**src/rtl/jtag_tap_driver.sv**
```systemverilog
// JTAG initiator: one IR scan plus optional DR scan (<=32 bits) per command; latency (IR_LEN+6+(len?len+5:0))*2*CLK_DIV+1 clocks.
// Backpressure: cmd_ready only in IDLE; commands offered while busy are dropped, never queued.
module jtag_tap_driver #(
  parameter int CLK_DIV = 2,
  parameter int IR_LEN  = 8
) (
  input  logic              clock,
  input  logic              reset,
  input  logic              cmd_valid,
  output logic              cmd_ready,
  input  logic [IR_LEN-1:0] cmd_ir,
  input  logic [5:0]        cmd_dr_len,
  input  logic [31:0]       cmd_dr_data,
  output logic              rsp_valid,
  output logic [31:0]       rsp_data,
  output logic              busy,
  output logic              TCK,
  output logic              TMS,
  output logic              TDI,
  input  logic              TDO
);

  typedef enum logic [2:0] {RESET_SEQ, IDLE, IR_SCAN, DR_SCAN, DONE} state_t;

  localparam int PW = $clog2(2 * CLK_DIV);
  localparam logic [PW-1:0] RISE = PW'(CLK_DIV - 1);
  localparam logic [PW-1:0] FALL = PW'(2 * CLK_DIV - 1);

  state_t            state;
  logic [PW-1:0]     phase;
  logic [5:0]        step;
  logic [IR_LEN-1:0] ir_q;
  logic [5:0]        len_q;
  logic [31:0]       data_q;
  logic [31:0]       capture;
  int                step_i;
  int                len_i;

  assign step_i = int'(step);
  assign len_i  = int'(len_q);

  function automatic int cycles(state_t st);
    case (st)
      IR_SCAN: return IR_LEN + 6;
      DR_SCAN: return len_i + 5;
      default: return 6;
    endcase
  endfunction

  // TMS for TCK cycle i of a sequence; the TAP always ends back in Run-Test/Idle.
  function automatic logic tms_at(state_t st, int i);
    case (st)
      RESET_SEQ: return i < 5;
      IR_SCAN: begin
        if (i < 4) return i < 2;
        else if (i < IR_LEN + 4) return i == IR_LEN + 3;
        else return i == IR_LEN + 4;
      end
      DR_SCAN: begin
        if (i < 3) return i == 0;
        else if (i < len_i + 3) return i == len_i + 2;
        else return i == len_i + 3;
      end
      default: return 1'b0;
    endcase
  endfunction

  function automatic logic tdi_at(state_t st, int i);
    logic [IR_LEN-1:0] irs;
    logic [31:0]       drs;
    if (st == IR_SCAN && i >= 4 && i < IR_LEN + 4) begin
      irs = ir_q >> (i - 4);
      return irs[0];
    end else if (st == DR_SCAN && i >= 3 && i < len_i + 3) begin
      drs = data_q >> (i - 3);
      return drs[0];
    end
    return 1'b0;
  endfunction

  always_ff @(posedge clock) begin
    if (reset) begin
      state     <= RESET_SEQ;
      phase     <= '0;
      step      <= '0;
      TCK       <= 1'b0;
      TMS       <= 1'b1;
      TDI       <= 1'b0;
      cmd_ready <= 1'b0;
      busy      <= 1'b1;
      rsp_valid <= 1'b0;
      rsp_data  <= '0;
      ir_q      <= '0;
      len_q     <= '0;
      data_q    <= '0;
      capture   <= '0;
    end else begin
      rsp_valid <= 1'b0;
      case (state)
        IDLE: begin
          if (cmd_valid && cmd_ready) begin
            ir_q      <= cmd_ir;
            len_q     <= (cmd_dr_len > 6'd32) ? 6'd32 : cmd_dr_len;
            data_q    <= cmd_dr_data;
            capture   <= '0;
            state     <= IR_SCAN;
            step      <= '0;
            phase     <= '0;
            TMS       <= 1'b1;
            TDI       <= 1'b0;
            cmd_ready <= 1'b0;
            busy      <= 1'b1;
          end else if (!cmd_ready) begin
            // one dead IDLE clock after a response keeps rsp_valid and accept apart
            cmd_ready <= 1'b1;
            busy      <= 1'b0;
          end
        end
        DONE: begin
          rsp_valid <= 1'b1;
          rsp_data  <= capture;
          state     <= IDLE;
        end
        RESET_SEQ, IR_SCAN, DR_SCAN: begin
          if (phase == RISE) begin
            TCK   <= 1'b1;
            phase <= phase + 1'b1;
            if (state == DR_SCAN && step_i >= 3 && step_i < len_i + 3)
              capture <= capture | ({31'd0, TDO} << (step_i - 3));
          end else if (phase == FALL) begin
            TCK   <= 1'b0;
            phase <= '0;
            if (step_i != cycles(state) - 1) begin
              step <= step + 6'd1;
              TMS  <= tms_at(state, step_i + 1);
              TDI  <= tdi_at(state, step_i + 1);
            end else begin
              step <= '0;
              TDI  <= 1'b0;
              case (state)
                IR_SCAN: begin
                  if (len_q != 6'd0) begin
                    state <= DR_SCAN;
                    TMS   <= 1'b1;
                  end else begin
                    state <= DONE;
                    TMS   <= 1'b0;
                  end
                end
                DR_SCAN: begin
                  state <= DONE;
                  TMS   <= 1'b0;
                end
                default: begin
                  state     <= IDLE;
                  TMS       <= 1'b0;
                  cmd_ready <= 1'b1;
                  busy      <= 1'b0;
                end
              endcase
            end
          end else begin
            phase <= phase + 1'b1;
          end
        end
        default: state <= RESET_SEQ;
      endcase
    end
  end

endmodule

```
**config.mk**
```make
export PLATFORM = sky130hd
export DESIGN_NAME = jtag_tap_driver
export DESIGN_NICKNAME = d
export VERILOG_FILES = /design/src/rtl/jtag_tap_driver.sv
export SDC_FILE = /design/constraint.sdc
export NUM_CORES = 1
export LEC_CHECK = 0
export BUFFER_PORTS_ARGS = -buffer_cell sky130_fd_sc_hd__buf_2
export CAP_MARGIN = 20
export CELL_PAD_IN_SITES_DETAIL_PLACEMENT = 0
export CELL_PAD_IN_SITES_GLOBAL_PLACEMENT = 1
export CORE_ASPECT_RATIO = 0.75
export CORE_MARGIN = 2
export CORE_UTILIZATION = 30
export CTS_CLUSTER_DIAMETER = 60
export DETAILED_ROUTE_END_ITERATION = 10
export GPL_ROUTABILITY_DRIVEN = 1
export PLACE_DENSITY_LB_ADDON = 0.12
export SYNTH_ARGS = -nofsm -noshare
export SYNTH_HDL_FRONTEND = slang
export SYNTH_SLANG_ARGS = --single-unit
```
**constraint.sdc**
```tcl
create_clock -name clock -period 5.6 [get_ports clock]
set_input_delay 0.84 -clock clock [delete_from_list [all_inputs] [get_ports clock]]
set_output_delay 0.84 -clock clock [all_outputs]
set_load 0.01 [all_outputs]
```
==> impl_metrics.py <==
metrics = {
    "synthesis": {
        "synth_warnings": 0,
        "ys.flop_type": "dfxtp_1",
        "ys_ff_latch": 127,
        "yosysSeqAreaShare": 0.395,
        "synth_area_leader_cell": "dfxtp_1",
        "yosys-top-cells-area": "dfxtp_1 (39%), nand2_1 (13%), a21oi_1 (7.2%)",
        "synth_area_per_cell_um2": 8.02,
        "syn_inst": 803,
        "syn_nets": 877,
        "synthArstFlopShare": 0,
        "synth_top_area_frac": 0.395,
        "synth_edf_count": 0,
        "syn_area_mm2": 0.00644,
        "netlist-cell-type-count": 66,
    },
    "setup_path": {
        "crit_family": "flip-flops",
        "regToRegStartpoint": "step[0]$_SDFFE_PP0P_",
        "cp_num_buf_inv": 1,
        "arrival_ns": 4.66,
        "crit_path_top_delay_cell": "dfxtp_1",
        "path_cells": "ha_1, nand3_1, xor2_1, inv_1, ha_1, a41oi_1, nand2_1, nor4_1, o21ai_0, a21oi_1",
        "path_common_cell": "ha_1",
        "crit_path_end_kind": "flip-flop",
        "cp-start-kind": "flip-flop",
        "cp_max_fo": 24,
        "critPathKind": "flip-flop to flip-flop",
        "worstSetupStartpoint": "step[0]$_SDFFE_PP0P_",
        "cp.required_ns": 5.93,
        "max_stage_delay_ns": 1.01,
    },
    "global_route": {
        "grt_pass1_wl_um": 30000,
        "gr-total-overflow": 0,
        "grt_start_max_net_pins": 53,
        "grt_pass1_vias": 5439,
        "grt_usage": 0.169,
        "antenna_found_initial": 0,
    },
    "pwr": {
        "ir_drop_v": 0.000177,
        "p_int_mw": 1.65,
        "clock_power_share": 0.536,
        "total_power_mw": 2.12,
        "switching_power_mw": 0.465,
        "pwr-share-seq": 0.431,
        "p_leak_nw": 2.92,
        "swShare": 0.220,
        "pwr-share-comb": 0.033,
        "powerDensity_mw_per_mm2": 274,
    },
    "cts": {
        "cts-hold-fix-buffers": 0,
        "root_buffer": "clkbuf_16",
        "tritoncts": "built",
        "cts_buffers": 17,
        "clk_pin_slew_ns": 0.06,
        "h-tree-depth": 4,
        "clock_latency_ns": 0.41,
        "clock_path_buffers": 2,
        "cts_setup_buffers": 0,
        "cts_resized": 0,
        "cts.sinks": 127,
    },
    "timing": {
        "fin_ws_ns": 1.26,
        "relSlewSlack": 0.295,
        "drv_slew": 0,
        "clock_skew_ns": 0.0150,
        "hold_viol_final": 0,
        "post-route-period-util": 0.774,
        "setup_viol": 0,
        "rsz0062_at_grt": "false",
        "min_period_ns": 4.34,
        "max_freq_mhz": 231,
        "worst_pin_slew_ns": 1.06,
        "setup_tns_ns": 0,
    },
    "detailed_routing": {
        "met1_length_um": 9860,
        "vias": 5836,
        "drt_iter0_markers": 379,
        "route.detailed.drc": 0,
        "wirelength_um": 18700,
        "routed-wl-met2_um": 7800,
        "wl_met3_um": 907,
        "vias_per_cell": 5.00,
        "maxUsedRoutingLayer": "met4",
        "firstDrtPassIters": 5,
        "drtAntennaViolNets": 0,
        "wire_per_inst_um": 16.0,
    },
    "floorplan": {
        "die_y_um": 131,
        "core_mm2": 0.0211,
        "ios": 88,
        "chipWidth_um": 173,
        "die_area_mm2": 0.0227,
        "row_count": 46,
        "initial_core_util": 0.305,
    },
    "final_layout": {
        "layout-drive-gt1-share": 0.172,
        "ff_latch_area_mm2": 0.00254,
        "layout_commonest_cell": "nand2_1",
        "layout_common_cells": "nand2_1 (215), dfxtp_1 (127), a21oi_1 (93)",
        "multi_input_area_mm2": 0.00362,
        "nets": 940,
        "n_antenna_cell": 0,
        "syn_to_final_growth_pct": 19.8,
        "fillCellCount": 2225,
    },
    "run_status": {
        "status": "finished, final reports clean",
    },
    "place": {
        "hpwl_um": 13400,
        "gp_congestion": 0.886,
        "post-place-ws_ns": 1.36,
        "numPortBuffers": 87,
    },
    "hold_path": {
        "hold_start": "rsp_data[15]$_SDFFE_PP0P_",
        "hold_class": "flip-flop to flip-flop",
    },
    "job": {
        "maxCapViolCount": 0,
    },
}
worst reg2reg max path: stages (launching register included):
cell and delay (ns):
dfxtp_1 1.01, ha_1 0.55, nand3_1 0.15, xor2_1 0.52, inv_1 0.28, ha_1 0.36, a41oi_1 0.58, nand2_1 0.20
nor4_1 0.32, o21ai_0 0.14, a21oi_1 0.14
state kept, by name, summed over array words and instances (netlist names):
name,count
TDI,1
cmd_ready,1
TCK,1
phase,2
TMS,1
state,3
len_q,6
rsp_data,32
data_q,32
rsp_valid,1
step,6
busy,1
capture,32
ir_q,8
synth_stat cells, types with 3 or more instances:
library cell,number
nand2_1,215
dfxtp_1,127
a21oi_1,93
clkbuf_1,40
o21ai_0,40
nor2_1,34
ha_1,24
inv_1,18
xnor2_1,15
mux4_2,12
nand3_1,10
nand4_1,10
a22oi_1,9
a31oi_1,9
nor3_1,9
xor2_1,9
nand2b_1,8
nor2b_1,8
buf_2,7
and3_1,6
nand3b_1,6
or3_1,6
and2_1,5
nor4_1,5
o211ai_1,5
mux2i_1,4
o2111ai_1,4
o21a_1,4
or2_2,4
a21boi_0,3
a21o_1,3
a311oi_1,3
buf_1,3
nand4b_1,3
layer usage:
metal  vias to the layer above  track usage
li1                       2927            -
met1                      2745        0.252
met2                       150        0.244
met3                        14       0.0376
met4                         0       0.0464
met5                         -            0
final timing paths:
check,depth (start not counted),slack (ns),endpoint
worst min register to register,2,0.45,rsp_data[15]$_SDFFE_PP0P_
worst min-delay path,2,0.45,rsp_data[15]$_SDFFE_PP0P_
worst max register to register,10,1.26,TDI$_SDFFE_PP0P_
worst max-delay path,10,1.26,TDI$_SDFFE_PP0P_
per-stage QoR:
step	hold WS (ns)	cells	cell area, um^2	utilization
after floorplan	0.425	803	6440	-
after global placement	0.439	1134	7090	0.335
after detailed placement	0.444	1134	7090	0.335
after CTS	0.453	1166	7690	0.364
after global routing	0.468	1167	7720	0.365
final	0.449	1167	7720	0.365
power by group through the flow:
stage | Sequential [mW] | Combinational [mW] | Clock, mW
finish | 0.913 | 0.0694 | 1.13
floorplan | 0.929 | 0.0411 | 0
CTS | 0.912 | 0.0706 | 1.17
global route | 0.913 | 0.0780 | 1.21
global placement | 0.932 | 0.0699 | 0
detailed placement | 0.932 | 0.0701 | 0
layout make-up:
| cell class | count | area share |
|---|---|---|
| multi-input cells | 606 | 0.469 |
| flip-flops and latches | 127 | 0.329 |
| repair buffers | 96 | 0.0678 |
| clock buffers | 20 | 0.0579 |
| well taps | 288 | 0.0467 |
| clock inverters | 12 | 0.0206 |
| inverters | 18 | 0.00875 |
cells by family (layout without fill, tap and decap cells):
family | count (synthesis) | count (layout) | share of synthesized area
adder cells (fa/ha/maj) | 25 | 25 | 0.0482
AO/OA/AOI/OAI | 199 | 199 | 0.187
multiplexers | 17 | 17 | 0.0499
XOR/XNOR | 26 | 26 | 0.0387
flip-flops | 127 | 127 | 0.395
buffers and inverters | 70 | 146 | 0.0445
AND/OR/NAND/NOR | 339 | 339 | 0.237
(Power assumes the default switching activity.)
